[src/rtl/lsu_pkg.sv]
// Shared types and constants for the load/store unit.
package lsu_pkg;

  localparam int unsigned MEM_WORDS_DEFAULT = 256;

  localparam logic [1:0] SZ_BYTE = 2'b00;
  localparam logic [1:0] SZ_HALF = 2'b01;
  localparam logic [1:0] SZ_WORD = 2'b10;

  typedef enum logic [1:0] {
    IDLE,
    READ,
    WRITE,
    RESP
  } lsu_state_e;

endpackage

[src/rtl/lsu_byte_lane.sv]
// Little-endian lane extraction for loads and lane merge for sub-word stores.
module lsu_byte_lane
  import lsu_pkg::*;
(
  input  logic [31:0] rdata,
  input  logic [1:0]  addr_lo,
  input  logic [1:0]  size,
  input  logic        is_signed,
  input  logic [31:0] wdata,
  output logic [31:0] load_data,
  output logic [31:0] merge_data
);

  logic [7:0]  byte_sel;
  logic [15:0] half_sel;

  always_comb begin
    unique case (addr_lo)
      2'd0:    byte_sel = rdata[7:0];
      2'd1:    byte_sel = rdata[15:8];
      2'd2:    byte_sel = rdata[23:16];
      default: byte_sel = rdata[31:24];
    endcase
    half_sel = addr_lo[1] ? rdata[31:16] : rdata[15:0];
  end

  always_comb begin
    load_data  = rdata;
    merge_data = wdata;
    case (size)
      SZ_BYTE: begin
        load_data  = {{24{is_signed & byte_sel[7]}}, byte_sel};
        merge_data = rdata;
        unique case (addr_lo)
          2'd0:    merge_data[7:0]   = wdata[7:0];
          2'd1:    merge_data[15:8]  = wdata[7:0];
          2'd2:    merge_data[23:16] = wdata[7:0];
          default: merge_data[31:24] = wdata[7:0];
        endcase
      end
      SZ_HALF: begin
        load_data  = {{16{is_signed & half_sel[15]}}, half_sel};
        merge_data = rdata;
        if (addr_lo[1]) begin
          merge_data[31:16] = wdata[15:0];
        end else begin
          merge_data[15:0] = wdata[15:0];
        end
      end
      default: begin
        load_data  = rdata;
        merge_data = wdata;
      end
    endcase
  end

endmodule

[src/rtl/load_store_unit.sv]
// Single-outstanding load/store unit: byte/half/word accesses to a word memory,
// sub-word stores done as read-modify-write.
module load_store_unit
  import lsu_pkg::*;
#(
  parameter int unsigned MEM_WORDS = MEM_WORDS_DEFAULT
) (
  input  logic        clk,
  input  logic        reset,
  input  logic        req_valid,
  output logic        req_ready,
  input  logic        req_write,
  input  logic [1:0]  req_size,
  input  logic        req_signed,
  input  logic [31:0] req_addr,
  input  logic [31:0] req_wdata,
  output logic        resp_valid,
  output logic [31:0] resp_rdata,
  output logic        resp_err,
  output logic [31:0] mem_addr,
  output logic        mem_rbar_w,
  output logic [31:0] mem_wdata,
  input  logic [31:0] mem_rdata
);

  lsu_state_e  state_q, state_d;
  logic        write_q, signed_q, err_q;
  logic [1:0]  size_q, addr_lo_q;
  logic [31:0] wdata_q, rdata_q, mem_addr_q, mem_wdata_q;

  logic        accept, misaligned, req_err;
  logic [31:0] word_idx, lane_load, lane_merge;

  assign accept   = req_valid && (state_q == IDLE);
  assign word_idx = {2'b00, req_addr[31:2]};

  always_comb begin
    misaligned = 1'b0;
    case (req_size)
      SZ_BYTE: misaligned = 1'b0;
      SZ_HALF: misaligned = req_addr[0];
      SZ_WORD: misaligned = |req_addr[1:0];
      default: misaligned = 1'b1;  // illegal size
    endcase
    req_err = misaligned || (word_idx >= MEM_WORDS);
  end

  lsu_byte_lane u_byte_lane (
    .rdata      (mem_rdata),
    .addr_lo    (addr_lo_q),
    .size       (size_q),
    .is_signed  (signed_q),
    .wdata      (wdata_q),
    .load_data  (lane_load),
    .merge_data (lane_merge)
  );

  always_ff @(posedge clk or posedge reset) begin
    if (reset) begin
      state_q <= IDLE;
    end else begin
      state_q <= state_d;
    end
  end

  always_comb begin
    state_d = state_q;
    unique case (state_q)
      IDLE: begin
        if (accept) begin
          if (req_err) begin
            state_d = RESP;
          end else if (req_write && (req_size == SZ_WORD)) begin
            state_d = WRITE;
          end else begin
            state_d = READ;
          end
        end
      end
      READ:    state_d = write_q ? WRITE : RESP;
      WRITE:   state_d = RESP;
      RESP:    state_d = IDLE;
      default: state_d = IDLE;
    endcase
  end

  always_ff @(posedge clk or posedge reset) begin
    if (reset) begin
      write_q     <= 1'b0;
      signed_q    <= 1'b0;
      err_q       <= 1'b0;
      size_q      <= SZ_BYTE;
      addr_lo_q   <= 2'b00;
      wdata_q     <= '0;
      rdata_q     <= '0;
      mem_addr_q  <= '0;
      mem_wdata_q <= '0;
    end else begin
      if (accept) begin
        write_q    <= req_write;
        signed_q   <= req_signed;
        err_q      <= req_err;
        size_q     <= req_size;
        addr_lo_q  <= req_addr[1:0];
        wdata_q    <= req_wdata;
        rdata_q    <= '0;
        mem_addr_q <= word_idx;
        if (req_write && (req_size == SZ_WORD) && !req_err) begin
          mem_wdata_q <= req_wdata;
        end
      end
      // Memory read data is only consumed at the end of the READ cycle.
      if (state_q == READ) begin
        if (write_q) begin
          mem_wdata_q <= lane_merge;
        end else begin
          rdata_q <= lane_load;
        end
      end
    end
  end

  always_comb begin
    req_ready  = (state_q == IDLE);
    resp_valid = (state_q == RESP);
    resp_err   = (state_q == RESP) && err_q;
    resp_rdata = (state_q == RESP) ? rdata_q : '0;
    mem_rbar_w = (state_q == WRITE);
    mem_addr   = mem_addr_q;
    mem_wdata  = mem_wdata_q;
  end

endmodule
[config.mk]
export PLATFORM = sky130hd
export DESIGN_NAME = load_store_unit
export DESIGN_NICKNAME = d
export VERILOG_FILES = /design/src/rtl/lsu_pkg.sv /design/src/rtl/lsu_byte_lane.sv /design/src/rtl/load_store_unit.sv
export SDC_FILE = /design/constraint.sdc
export NUM_CORES = 1
export LEC_CHECK = 0
export CAP_MARGIN = 20
export CELL_PAD_IN_SITES_DETAIL_PLACEMENT = 1
export CELL_PAD_IN_SITES_GLOBAL_PLACEMENT = 1
export CORE_ASPECT_RATIO = 1.25
export CORE_MARGIN = 3
export CORE_UTILIZATION = 36
export CTS_CLUSTER_DIAMETER = 150
export DETAILED_ROUTE_END_ITERATION = 10
export PLACE_DENSITY_LB_ADDON = 0.3
export SETUP_SLACK_MARGIN = 0.5
export SYNTH_ARGS = -nofsm -noshare
export SYNTH_HDL_FRONTEND = slang
export SYNTH_SLANG_ARGS = --single-unit
[constraint.sdc]
create_clock -name clk -period 5.31 [get_ports clk]
set_clock_uncertainty 0.15 [all_clocks]
set_input_delay 1.062 -clock clk [delete_from_list [all_inputs] [get_ports clk]]
set_output_delay 1.062 -clock clk [all_outputs]
set_load 0.005 [all_outputs]
# Word level (Yosys, flattened, before mapping)
# Index checks and enable logic that the tools add are counted.
# word_totals
regBits,135
output_inout_bits,100
wordCells,58
# classes
magnitude_cmp,1
n_eq_ne,9
mux,24
n_bitwise,2
reduce_logical,12
# op_table
cell,count
$mux 32,8
$pmux 32 s2,2
$mux 16,3
$mux 8,4
$ge 30x9->1 const B,1
$pmux 8 s3,1
$eq 2x1->1 const B,4
$eq 2x2->1 const B,4
$logic_not 2->1,4
$pmux 2 s4,1
$mux 2,3
$logic_and 1x1->1,4
$pmux 1 s3,1
$reduce_or 3->1,1
$and 1x1->1,2
$ne 2x1->1 const B,1
$reduce_or 2->1,1
$logic_not 1->1,1
$logic_or 1x1->1,1
$mux 1,1

# Logic depth before layout (Yosys ltp)
# Gate-level depths: netlist (run 1).
# depth
word_depth,9
mapped_depth,8
mapped_depth_nobuf,6

# Modules after synthesis
# A second synthesis (run 1) with hierarchy kept.
# unflattened
hier_cells,716
area_unflattened_um2,7781.2
# by_module_without_submodules
module,instances,cells_per_inst,area_per_inst_um2,seq_area_each_um2
load_store_unit,1,466,5868.1,3378.2
lsu_byte_lane,1,250,1913.1,0.0

# Least setup slack after synthesis (run 1)
# No wires, ideal clock.
# synth_timing
kind,in2reg
startpoint,input mem_rdata[31]
endpoint,register rdata_q[20]
arrival_time_ns,2.278
required_time_ns,5.039
path_slack_ns,2.761
cell_stages,5
path_cell_list,mux4_2 mux2_4 a31oi_4 buf_6 a21oi_1
# synth_via
elab_chain_len,5
elab_cells_between_ends,7
# synth_rtl
element,line,text
start: declaration,load_store_unit.sv:23,input logic [31:0] mem_rdata
$pmux 8 s3 / $mux 16 (equally long branches),"lsu_byte_lane.sv:18, lsu_byte_lane.sv:24",
"$and 1x1->1, on equally long branches","lsu_byte_lane.sv:32, lsu_byte_lane.sv:42",
$pmux 32 s2 (*),lsu_byte_lane.sv:30,case (size)
$mux 32 (*),load_store_unit.sv:114,if (write_q) begin
$mux 32 (*),load_store_unit.sv:113,if (state_q == READ) begin
end signal: assignment,load_store_unit.sv:117,rdata_q <= lane_load;
end: declaration,load_store_unit.sv:29,"logic [31:0] wdata_q, rdata_q, mem_addr_q, mem_wdata_q;"
# Every way passes the cells marked *; elsewhere a longest branch is shown, timed or not.
# A chain may end at the register's enable or synchronous reset.

# Worst setup path in the final report (run 1)
# layout_timing
startpoint,register state_q[0]
endpoint,output resp_rdata[10]
# layout_via
elab_chain_len,2
# layout_rtl
element,line,text
start: declaration,load_store_unit.sv:26,"lsu_state_e state_q, state_d;"
start signal: assignment,load_store_unit.sv:62,state_q <= state_d;
$eq 2x2->1,load_store_unit.sv:127,resp_rdata = (state_q == RESP) ? rdata_q : '0;
$mux 32,load_store_unit.sv:127,
end: declaration,load_store_unit.sv:18,"output logic [31:0] resp_rdata,"
# No other way between the ends.

==> results of run 1 <==
-- sequential cells by signal (all words and copies together) (netlist names) --
register / cells
mem_wdata: 32
rdata_q: 32
wdata_q: 32
mem_addr: 30
addr_lo_q: 2
size_q: 2
state_q: 2
err_q: 1
signed_q: 1
write_q: 1
-- cells by family after synthesis --
| kind of cell | Yosys count | share of synthesized area (%) |
|---|---|---|
| flip-flops | 135 | 46.30 |
| multiplexers | 18 | 2.846 |
| AND/OR/NAND/NOR | 386 | 24.13 |
| other | 1 | 0.05139 |
| AO/OA/AOI/OAI | 225 | 21.09 |
| buffers and inverters | 87 | 4.904 |
| adder cells (fa/ha/maj) | 4 | 0.6859 |
-- synth_stat cells, types with 9 or more instances --
cell type and n:
nand2_1 254, dfrtp_1 135, clkbuf_1 60, a21oi_1 52
and3_1 40, o31ai_1 40, and2_1 35, a31oi_1 33
a22oi_1 24, o21ai_0 18, a221oi_1 16, nor2_1 14
buf_2 10, nand2b_1 10, or2_2 9
-- final cells by class --
| cell class | instances | area, µm² |
|---|---|---|
| fill | 2272 | 9618 |
| multi-input combinational | 635 | 3575 |
| timing repair buffer | 215 | 2115 |
| tap | 265 | 331.6 |
| clock inverter | 11 | 172.7 |
| sequential | 135 | 3378 |
| inverter | 8 | 33.78 |
| clock buffer | 21 | 460.4 |
-- layer usage --
layer  global-route usage [%]  share of wire, %  routed length [µm]  up-vias
met4                    10.29               3.2                 900        0
met2                    42.98                50               13840      269
met3                    6.030               6.2                1732       50
met1                    30.94                41               11430     3598
met5                        0                 0                   0        -
li1                         -                 -                   -     3318
-- cell usage in the layout (no fill, tap or decap), types with 2 or more instances in the layout --
cell type	n
a21oi_1	52
clkbuf_16	17
a21boi_0	7
a21oi_2	2
buf_4	15
dfrtp_1	135
conb_1	2
o311a_1	8
clkinvlp_4	5
mux2i_1	8
mux2_2	8
a22oi_1	24
nand2_1	253
o22ai_1	8
or2_2	9
a31oi_1	33
o21ai_0	18
o221ai_1	8
and4_1	2
a21o_1	2
nand3b_1	8
ha_1	4
nand2b_1	10
nor2b_1	3
clkdlybuf4s50_1	200
o31ai_1	40
nor3_1	3
inv_1	7
nor2_1	14
clkbuf_8	2
and2_1	34
bufinv_16	4
clkinv_4	2
clkbuf_1	2
a221oi_1	16
and3_1	40
nor4_1	4
-- power by group through the flow --
stage               Clock [mW]  Sequential (mW)  Combinational, mW
floorplan                    0             1.77               1.45
CTS                       1.30             1.97               2.52
finish                    1.28             1.97               2.50
detailed placement           0             1.97               2.49
global placement             0             1.96               2.41
global route              1.34             2.03               2.78
-- path summary, 6_finish.rpt --
kind | cells after the start | end
max reg2reg | 4 | mem_wdata[6]
min in group asynchronous | 2 | mem_addr[19]
max | 3 | resp_rdata[10]
min | 2 | rdata_q[13]
min reg2reg | 2 | rdata_q[13]
max in group asynchronous | 3 | wdata_q[30]
-- critical path, cell delays in order (launching register included) --
cell             delay, ns
dfrtp_1               0.41
ha_1                  0.86
and2_1                0.25
clkdlybuf4s50_1       0.52
-- through the flow --
stage,area (µm²),hold WS (ns),utilization [%]
floorplan,7305,0.2869,-
global placement,9433,0.3022,47.92
detailed placement,9433,0.3131,47.92
CTS,10070,0.3260,51.14
global route,10070,0.3477,51.14
finish,10070,0.3218,51.14
==> impl_metrics.py, run 1 <==
metrics = {
    "yosys": {
        "async_flop_share_pct": 100.0,
        "ys_ff_latch": 135,
        "syn_area_per_cell_um2": 8.525,
        "yosys_warnings": 0,
        "syn-cell-area_um2": 7297,
        "synth_flop_cell": "dfrtp_1",
        "synth_top_area_share_pct": 46.30,
        "synth_largest_area_cell": "dfrtp_1",
        "synthCells": 856,
        "ys_seq_area_share_pct": 46.30,
        "ys_types": 47,
        "synth_edf_count": 0,
        "synthTopCellsByArea": "dfrtp_1 46%, nand2_1 13%, o31ai_1 4.1%",
    },
    "cells_and_area": {
        "fin_nets": 1119,
        "finalNonFillerCells": 1290,
        "area_delta_synth_final_pct": 37.95,
        "drive_gt1_share_pct": 7.024,
        "diodes": 0,
    },
    "routing": {
        "drt-initial-drc-count": 430,
        "drcViolationCount": 0,
        "wirelength_um": 27900,
        "dr.pass1.iters": 5,
        "ant_nets": 0,
        "routedWlPerCell_um": 21.63,
        "vias": 7235,
        "viasPerCell": 5.609,
    },
    "power": {
        "p_total_mw": 5.752,
        "peakVddDrop_uv": 273.9,
        "intPower_mw": 3.567,
        "p_sw_mw": 2.185,
        "power.density_nw_per_um2": 571.4,
        "power_frac_comb_pct": 43.4,
        "p_sw_share_pct": 37.98,
        "p_clk_share_pct": 22.3,
        "p_leak_nw": 4.419,
        "seq_power_share_pct": 34.2,
    },
    "sta": {
        "hold_viol": 0,
        "timing.slew.headroom_pct": 28.18,
        "tightest_slew_ns": 1.077,
        "clock.fmax_mhz": 270.4,
        "setup_slack_ns": 1.612,
        "final-setup-viol-count": 0,
        "layout_min_cycle_time_ns": 3.698,
        "rsz0062_at_grt": "no",
        "period_share_pct": 69.63,
        "fin_setup_tns_ns": 0,
        "finalMaxSlewViolations": 0,
    },
    "clock_network": {
        "cts_tree": "yes",
        "ctsHoldBuffers": 0,
        "htree_levels": 4,
        "clkTransAtPathRegs_ns": 0.06,
        "clock_path_buffers": 2,
        "root_buffer": "clkbuf_16",
        "clk_latency_ns": 0.43,
        "clock-sinks": 135,
        "cts-resized-gates": 0,
        "cts_made_buffers": 17,
        "post_cts_buffers": 0,
    },
    "grt": {
        "antenna_found_initial": 0,
        "grt_max_degree": 57,
        "grt_pass1_vias": 7473,
        "grt_pass1_wl_um": 43080,
        "gr-total-overflow": 0,
        "track_usage_pct": 25.24,
    },
    "die": {
        "die_w_um": 133.3,
        "initial_core_util_pct": 37.07,
        "die_h_um": 165.2,
        "coreArea_um2": 19680,
        "row_count": 57,
        "pin_count": 203,
        "die_area_um2": 22020,
    },
    "placed_design": {
        "dpl.hpwl_um": 19780,
        "gp_congestion": 0.8734,
        "dp_cells": 1258,
        "port-buffer-count": 200,
        "pre_cts_ws_ns": 1.602,
    },
    "critical_path": {
        "end_kind": "primary output",
        "crit_path_start_kind": "flop",
        "worst-setup-path-type": "flop to primary output",
        "critical_path.max_fanout": 34,
        "r2r_setup_slack_ns": 2.40,
        "worstReg2RegStart": "addr_lo_q[0]",
        "startpoint": "state_q[0]",
        "crit_arrival_ns": 2.49,
        "required_ns": 4.10,
    },
    "status": {
        "run_status": "complete, no violations",
    },
    "hold_path": {
        "hold_path.class": "flop to flop",
        "min-delay-start": "rdata_q[13]",
    },
    "run": {
        "drv_cap": 0,
    },
}
No activity file was read; power rests on OpenSTA's default activity.
==> run 2: changes to the inputs <==
--- a/config.mk
+++ b/config.mk
@@ -10,7 +10,7 @@
 export CELL_PAD_IN_SITES_GLOBAL_PLACEMENT = 1
 export CORE_ASPECT_RATIO = 1.25
 export CORE_MARGIN = 3
-export CORE_UTILIZATION = 36
+export CORE_UTILIZATION = 32
 export CTS_CLUSTER_DIAMETER = 150
 export DETAILED_ROUTE_END_ITERATION = 10
 export PLACE_DENSITY_LB_ADDON = 0.3
==> constraint.sdc (replaced) <==
create_clock -name clk -period 3.1 [get_ports clk]
set_clock_uncertainty 0.15 [all_clocks]
set_input_delay 0.62 -clock clk [delete_from_list [all_inputs] [get_ports clk]]
set_output_delay 0.62 -clock clk [all_outputs]
set_load 0.005 [all_outputs]
==> impl_metrics.py, run 2 (synthesized netlist as in run 1, its figures left out) <==
metrics = {
    "die": {
        "die_w_um": 141.1,
        "coreArea_um2": 22360,
        "die_area_um2": 24660,
        "die_h_um": 174.8,
        "row_count": 61,
        "initial_core_util_pct": 32.63,
        "pin_count": 203,
    },
    "routing": {
        "wl_met1_um": 11390,
        "drcViolationCount": 0,
        "dr.pass1.iters": 4,
        "ant_nets": 0,
        "routed-wl-met2_um": 13400,
        "viasPerCell": 5.412,
        "wl_met3_um": 1725,
        "routedWlPerCell_um": 20.91,
        "drt-initial-drc-count": 349,
        "maxUsedRoutingLayer": "met5",
        "wirelength_um": 27630,
        "vias": 7149,
    },
    "clock_network": {
        "ctsHoldBuffers": 0,
        "clock-sinks": 135,
        "cts_tree": "yes",
        "htree_levels": 4,
        "clk_latency_ns": 0.42,
        "clkTransAtPathRegs_ns": 0.06,
        "cts_made_buffers": 17,
        "root_buffer": "clkbuf_16",
        "clock_path_buffers": 2,
    },
    "cells_and_area": {
        "diodes": 0,
        "finalNonFillerCells": 1321,
        "fin_nets": 1132,
        "layout_common_cells": "253 x nand2_1, 200 x clkdlybuf4s50_1, 134 x dfrtp_1",
        "multiInputGateArea_um2": 3593,
        "num-fill-cells": 2580,
        "final_area_um2": 10270,
        "seqCellArea_um2": 3379,
        "drive_gt1_share_pct": 8.767,
        "layout_commonest_cell": "nand2_1",
        "area_delta_synth_final_pct": 40.81,
    },
    "sta": {
        "finalMaxSlewViolations": 0,
        "rsz0062_at_grt": "yes",
        "hold_viol": 0,
        "layout_min_cycle_time_ns": 2.610,
        "timing.slew.headroom_pct": 46.29,
        "tightest_slew_ns": 0.8056,
        "fin_setup_tns_ns": 0,
        "whs_ns": 0.3187,
        "final-setup-viol-count": 0,
        "clock.fmax_mhz": 383.2,
        "period_share_pct": 84.19,
    },
    "critical_path": {
        "crit_path_start_kind": "flop",
        "required_ns": 2.33,
        "cp_cell_sequence": "ha_2 > buf_12 > and2_1 > clkdlybuf4s50_1",
        "critical_path.max_fanout": 34,
        "worst-setup-path-type": "flop to primary output",
        "slowest_stage": "clkdlybuf4s50_1",
        "end_kind": "primary output",
        "cp_num_buf_inv": 2,
        "critical-path-top-delay-family": "buffers and inverters",
        "crit_arrival_ns": 1.84,
        "critical_path.max_stage_delay_ns": 0.51,
    },
    "grt": {
        "track_usage_pct": 22.06,
        "gr-total-overflow": 0,
        "grt_max_degree": 136,
        "grt_pass1_wl_um": 42640,
        "grt_pass1_vias": 7435,
        "antenna_found_initial": 1,
    },
    "hold_path": {
        "hold_path.class": "flop to flop",
    },
    "placed_design": {
        "gp_congestion": 0.8263,
        "dpl.hpwl_um": 19500,
        "place_area_um2": 9607,
        "port-buffer-count": 200,
        "dp_cells": 1286,
    },
    "power": {
        "power.density_nw_per_um2": 953.0,
        "p_leak_nw": 4.500,
        "p_total_mw": 9.792,
        "peakVddDrop_uv": 452.1,
    },
    "run": {
        "drv_cap": 0,
    },
    "status": {
        "run_status": "complete, no violations",
    },
}
run 2: cell count changes in the layout (fill, tap and decap cells not counted), moves of 2 or more:
cell,previous run,this run
buf_12,0,6
ha_1,4,2
clkbuf_1,2,0
buf_4,15,20
bufinv_16,4,2
inv_6,0,3
clkinvlp_4,5,7
run 2: routing by layer:
metal	vias up	GRT usage (%)
met2	268	35.87
met4	2	9.814
met1	3470	27.99
met3	63	5.010
li1	3346	-
met5	-	0
run 2: per-stage QoR:
stage | util, % | setup WS [ns]
floorplan | - | 0.6508
global placement | 42.96 | 0.3383
detailed placement | 42.96 | 0.2359
CTS | 45.71 | 0.4592
global route | 45.95 | 0.4103
finish | 45.95 | 0.4901
run 2: path summary, 6_finish.rpt:
kind,start,endpoint,slack [ns],depth (start not counted)
max,state_q[1],resp_rdata[15],0.49,4
min reg2reg,rdata_q[2],rdata_q[2],0.32,2
max reg2reg,state_q[0],mem_wdata[7],0.68,9
min in group asynchronous,reset,mem_addr[15],0.56,3
min,rdata_q[2],rdata_q[2],0.32,2
max in group asynchronous,reset,rdata_q[1],1.60,3
run 2: where the power goes:
part           switching (mW)  leakage (nW)  internal, mW
Combinational            2.20          2.58          2.24
Sequential              0.690          1.65          2.60
Clock                   0.847         0.271          1.21
Total                    3.74          4.50          6.05
run 2: repair_timing:
item | in CTS | in global routing
gates resized for setup | 5 | 4
setup endpoints to repair | 34 | 83
cloned | 0 | 1
setup buffers | 1 | 1
run 2: layout make-up:
class | count | share of cell area, %
multi-input combinational | 635 | 34.97
sequential | 135 | 32.89
timing repair buffer | 228 | 22.63
clock buffer | 18 | 4.274
tap | 283 | 3.446
clock inverter | 14 | 1.461
inverter | 8 | 0.3288
run 2: worst register-to-register path: cells and delay by family (launching register included):
| kind | cells | cell delay (ns) |
|---|---|---|
| simple gates | 2 | 0.38 |
| compound gates | 2 | 0.44 |
| buf+inv | 4 | 0.74 |
| fa+ha+maj | 1 | 0.18 |
| flops | 1 | 0.39 |
==> RTL edit 1, RTL diff (config.mk and constraints of run 2) <==
The 4 states of `lsu_state_e` get a one-hot encoding in 4 bits.
--- a/src/rtl/lsu_pkg.sv
+++ b/src/rtl/lsu_pkg.sv
@@ -7,11 +7,11 @@
   localparam logic [1:0] SZ_HALF = 2'b01;
   localparam logic [1:0] SZ_WORD = 2'b10;
 
-  typedef enum logic [1:0] {
-    IDLE,
-    READ,
-    WRITE,
-    RESP
+  typedef enum logic [3:0] {
+    IDLE  = 4'b0001,
+    READ  = 4'b0010,
+    WRITE = 4'b0100,
+    RESP  = 4'b1000
   } lsu_state_e;
 
 endpackage
Formal check against the unedited RTL: no difference found for any inputs over 4 cycles, from zero or initial values and one cycle with reset high; so few cycles prove little.
==> RTL edit 1 against run 2 <==
Sequential cell count rose by 2. Worst setup slack got worse by 0.20 ns. Area after synthesis down 3.4%. Cell area decreased by 0.66%. Wire length decreased by 3.3%. Non-clock buffer count is 14 higher. Critical path type unchanged.
Power is not compared: it rests on default switching activity, and its combinational part moved more than twofold at a synthesized area within 25%.
==> RTL edit 1: results (changes against run 2) <==
* Drt initial violations at 368 (+5.4%)
* Met3 GRT Util at 5.34% (+0.33 points)
* CP arrival at 2.04 ns (+0.20 ns)
* HPWL after DPL at 19200 um (-1.6%)
* Wire per inst at 20.7 um (-1.2%)
* Commonest cells in the netlist: 253 x nand2_1, 136 x dfrtp_1, 37 x a21oi_1
* First-pass GRT wire length at 41200 um (-3.3%)
* Layout cell share with drive strength beyond 1 at 12.9% (+4.2 points)
* DR pass1 iterations at 5 (+1)
* Netlist cell types at 52 (+11%)
* Post-synthesis mux area share at 2.08% (-0.77 points)
* Total GRT Usage at 21.9% (-0.12 points)
* Final GP Congestion at 0.874 (+5.8%)
* Status: finished, final reports clean
* Initial antenna violation count at 0 (-1)
* Post-synthesis compound-gate area fraction at 18.2% (-2.8 points)
* Top cells by area, synth: dfrtp_1 48%, nand2_1 13%, and2_1 3.1%
* Vias/cell at 5.40 (-0.29%)
* Met2 Resource Use GR at 38.3% (+2.4 points)
* Vias in the first global route at 7150 (-3.8%)
* Largest net degree at the start of global routing at 67 (-51%)
* M1 GR Usage at 26.7% (-1.3 points)
* Slew HR at 47.4% (+1.1 points)
* Synth Area in Adders at 0% (-0.69 points)
* Fin nets at 1105 (-2.4%)
==> RTL edit 1: cells by family after synthesis <==
| group | count (synthesis) |
|---|---|
| muxes | 12 |
| DFF | 137 |
| xor gates and xnor gates | 1 |
| and+or+nand+nor | 405 |
| other | 1 |
| buffers and inverters | 66 |
| AOI/OAI and AO/OA | 178 |
==> RTL edit 1: worst reg2reg max path, delay by kind of cell (launching register included) <==
| family | cells | cell delay (ns) |
|---|---|---|
| and+or+nand+nor | 5 | 1.32 |
| DFF | 1 | 0.43 |
| buffers and inverters | 3 | 0.49 |
==> RTL edit 1: per-layer routing <==
layer	up-vias	routed length [um]
li1	3206	-
met1	3482	11200
met2	246	13300
met3	43	1540
met4	0	657
met5	-	0
==> RTL edit 1: repair_timing <==
action	CTS	global route
setup endpoints to repair	36	69
resized for setup	58	27
hold endpoints to repair	0	0
pin swaps	1	2
gates cloned	2	1
setup buffers	10	5
==> RTL edit 1: cell type report <==
type                    instances  area (um2)
clock inverters                12         150
inverters                       6        26.3
well taps                     279         349
flip-flops and latches        137        3430
repair buffers                242        2400
fillers                      2518       11400
multi-input cells             598        3390
clock buffers                  19         453
==> RTL edit 1: power by group through the flow <==
stage,clock network [mW],registers (mW),logic [mW]
5_1_grt,2.22,2.29,1.82
3_5_place_dp,0,2.27,1.60
3_3_place_gp,0,2.26,1.57
4_1_cts,2.14,2.24,1.64
6_report,2.10,2.25,1.65
2_1_floorplan,0,2.19,0.916
==> RTL edit 1: per-stage QoR <==
stage / hold slack (ns) / worst slack (ns) / util (%) / instances / area [um2]
2_1_floorplan: 0.287 / 0.624 / - / 801 / 7060
3_3_place_gp: 0.304 / 0.235 / 43.4 / 1244 / 9390
3_5_place_dp: 0.305 / 0.151 / 43.4 / 1244 / 9390
4_1_cts: 0.319 / 0.267 / 46.7 / 1287 / 10100
5_1_grt: 0.358 / 0.202 / 47.2 / 1293 / 10200
6_report: 0.315 / 0.290 / 47.2 / 1293 / 10200
==> RTL edit 1: worst paths after layout <==
path                        startpoint  slack [ns]              to  cells after the start
setup reg to reg            state_q[2]        0.61   mem_wdata[22]                      8
max in group asynchronous        reset        1.73      state_q[0]                      3
hold / removal             wdata_q[17]        0.31     wdata_q[17]                      2
hold reg to reg            wdata_q[17]        0.31     wdata_q[17]                      2
setup / recovery            state_q[2]        0.29  resp_rdata[27]                      5
min in group asynchronous        reset        0.41     wdata_q[10]                      2
==> RTL edit 2, RTL diff (config.mk and constraints of run 2) <==
Made on the original files. Reset style: synchronous (`reset`), changed in 2 clocked blocks.
--- a/src/rtl/load_store_unit.sv
+++ b/src/rtl/load_store_unit.sv
@@ -55,7 +55,7 @@
     .merge_data (lane_merge)
   );
 
-  always_ff @(posedge clk or posedge reset) begin
+  always_ff @(posedge clk) begin
     if (reset) begin
       state_q <= IDLE;
     end else begin
@@ -84,7 +84,7 @@
     endcase
   end
 
-  always_ff @(posedge clk or posedge reset) begin
+  always_ff @(posedge clk) begin
     if (reset) begin
       write_q     <= 1'b0;
       signed_q    <= 1'b0;
Function: differs if reset is asserted again (counterexample within 4 cycles, from zero or initial values and one cycle with reset high); with reset held inactive, the same outputs for 4 cycles.
==> RTL edit 2 against run 2 <==
Die area fell by 1.7%. Cell area fell by 1.7%. Wire length rose by 1.1%. Worst setup slack improved by 0.057 ns. Largest cell class unchanged. Cell count rose by 5.3%. Non-clock buffer count rose by 8. Sequential cell count did not move. Critical path type unchanged. Utilization rose by 0.44 points. Area after synthesis fell by 1.8%.
Power is not compared: it rests on default switching activity, and its combinational part moved more than twofold at a synthesized area within 25%.
==> RTL edit 2: results (changes against run 2) <==
* Critical path's largest stage delay at 0.50 ns
* Top cells by area, synth: dfxtp_1 38%, nand2_1 9.3%, a21oi_1 7.9%
* Slowest CP cell: clkdlybuf4s50_1
* Commonest cells in the netlist: 177 x nand2_1, 135 x dfxtp_1, 113 x a21oi_1
* CTS max path bufs at 2 (unchanged)
* GRT Max-Usage Layer: met2
* WL met1 at 12100 um (+6.3%)
* Status: finished, final reports clean
* Critical path peak fanout at 17 (-50%)
* Vias in the first global route at 7857 (+5.7%)
* Clock latency on the worst-skew pair at 0.42 ns (about the same)
* Via count at 7711 (+7.9%)
* Final max-slew violation count at 0 (unchanged)
* Type of the tightest min-delay check: register to register
* Synthesis-to-finish area growth at 41.0%
* HPWL after DPL at 20100 um (+2.8%)
* Register area share after synthesis at 37.7% (-8.6 points)
* Largest net degree at the start of global routing at 74 (-46%)
* Total GRT Usage at 22.5% (+0.40 points)
* Clk slew on worst S/H paths at 0.06 ns (about the same)
* DR pass1 iterations at 5 (+1)
* Sw Share at 35.5%
* CP arrival at 1.78 ns (-0.06 ns)
* Yosys warning total at 0 (unchanged)
* Synth async-reset ratio at 0% (-100 points)
* Fin nets at 1206 (+6.5%)
* Layout cell share with drive strength beyond 1 at 9.35% (+0.59 points)
* Worst vdd ir at 402 uV
* Port Buf Inserts at 200 (unchanged)
* Leakage at 3.45 nW
* Final GP Congestion at 0.810 (-2.0%)
* Max layer used: met4
* Drt initial violations at 569 (+63%)
* Netlist cell types at 53 (+13%)
* Syn Area/Cell at 7.64 um2 (-10%)
* Pre-CTS setup slack at 0.197 ns (-0.0386 ns)
* Met3 GRT Util at 4.33% (-0.68 points)
* DP Cell Count at 1358 (+5.6%)
* Met2 Resource Use GR at 37.5% (+1.7 points)
* Antenna diodes at 0 (unchanged)
* Post-CTS Setup Repair Bufs at 0 (-1)
* Slew HR at 28.4% (-18 points)
* Fill cells at 2592 (+0.47%)
* Num CTS Buffers at 17 (unchanged)
* Wire per inst at 20.1 um (-4.0%)
* Met3 wire len at 1630 um (-5.5%)
* First-pass GRT wire length at 44200 um (+3.6%)
* CTS root buf: clkbuf_16
* Initial antenna violation count at 0 (-1)
* Met2 WL at 13800 um (+2.7%)
* Placed Area at 9440 um2 (-1.7%)
* M1 GR Usage at 29.7% (+1.7 points)
* Vias/cell at 5.54 (+2.4%)
* Htree depth at 4 (unchanged)
## RTL edit 2: kinds of logic (layout without fill, tap and decap cells)
| family | after synthesis | in the layout | share of synthesized area [%] |
|---|---|---|---|
| other | 1 | 2 | 0.0523 |
| AOI/OAI and AO/OA | 305 | 305 | 28.3 |
| adders and majority gates | 4 | 4 | 0.699 |
| buffers and inverters | 123 | 296 | 6.88 |
| muxes | 10 | 10 | 1.62 |
| and+or+nand+nor | 360 | 360 | 24.7 |
| DFF | 135 | 135 | 37.7 |
## RTL edit 2: worst reg2reg max path: stages (launching register included)
cell and delay (ns):
dfxtp_1 0.61, buf_4 0.29, mux4_2 0.37, or2_1 0.26, a21oi_4 0.40, a211oi_1 0.15
## RTL edit 2: path summary, 6_finish.rpt
path	startpoint	slack (ns)	cells after the start	endpoint
min reg2reg	wdata_q[30]	0.30	2	wdata_q[30]
max	state_q[1]	0.55	4	resp_rdata[26]
max reg2reg	addr_lo_q[0]	0.71	5	rdata_q[25]
min	wdata_q[30]	0.30	2	wdata_q[30]
## RTL edit 2: power by group through the flow
stage,Sequential (mW),Combinational (mW),Clock [mW]
2_1_floorplan,2.24,1.30,0
3_3_place_gp,2.31,2.10,0
3_5_place_dp,2.32,2.14,0
4_1_cts,2.30,2.21,2.05
5_1_grt,2.35,2.43,2.14
6_report,2.31,2.20,2.02
## RTL edit 2: cell type report
type                       instances  share of cell area, %
clock buffer                      18                   4.25
clock inverter                    14                   1.49
inverter                          28                   1.04
multi-input combinational        681                   39.7
sequential                       135                   26.8
tap                              279                   3.46
timing repair buffer             236                   23.2
## RTL edit 2: what timing repair did
action,CTS,global route
cloned,1,0
gates resized for setup,10,6
pin swaps,1,0
endpoints found under the setup margin,34,39
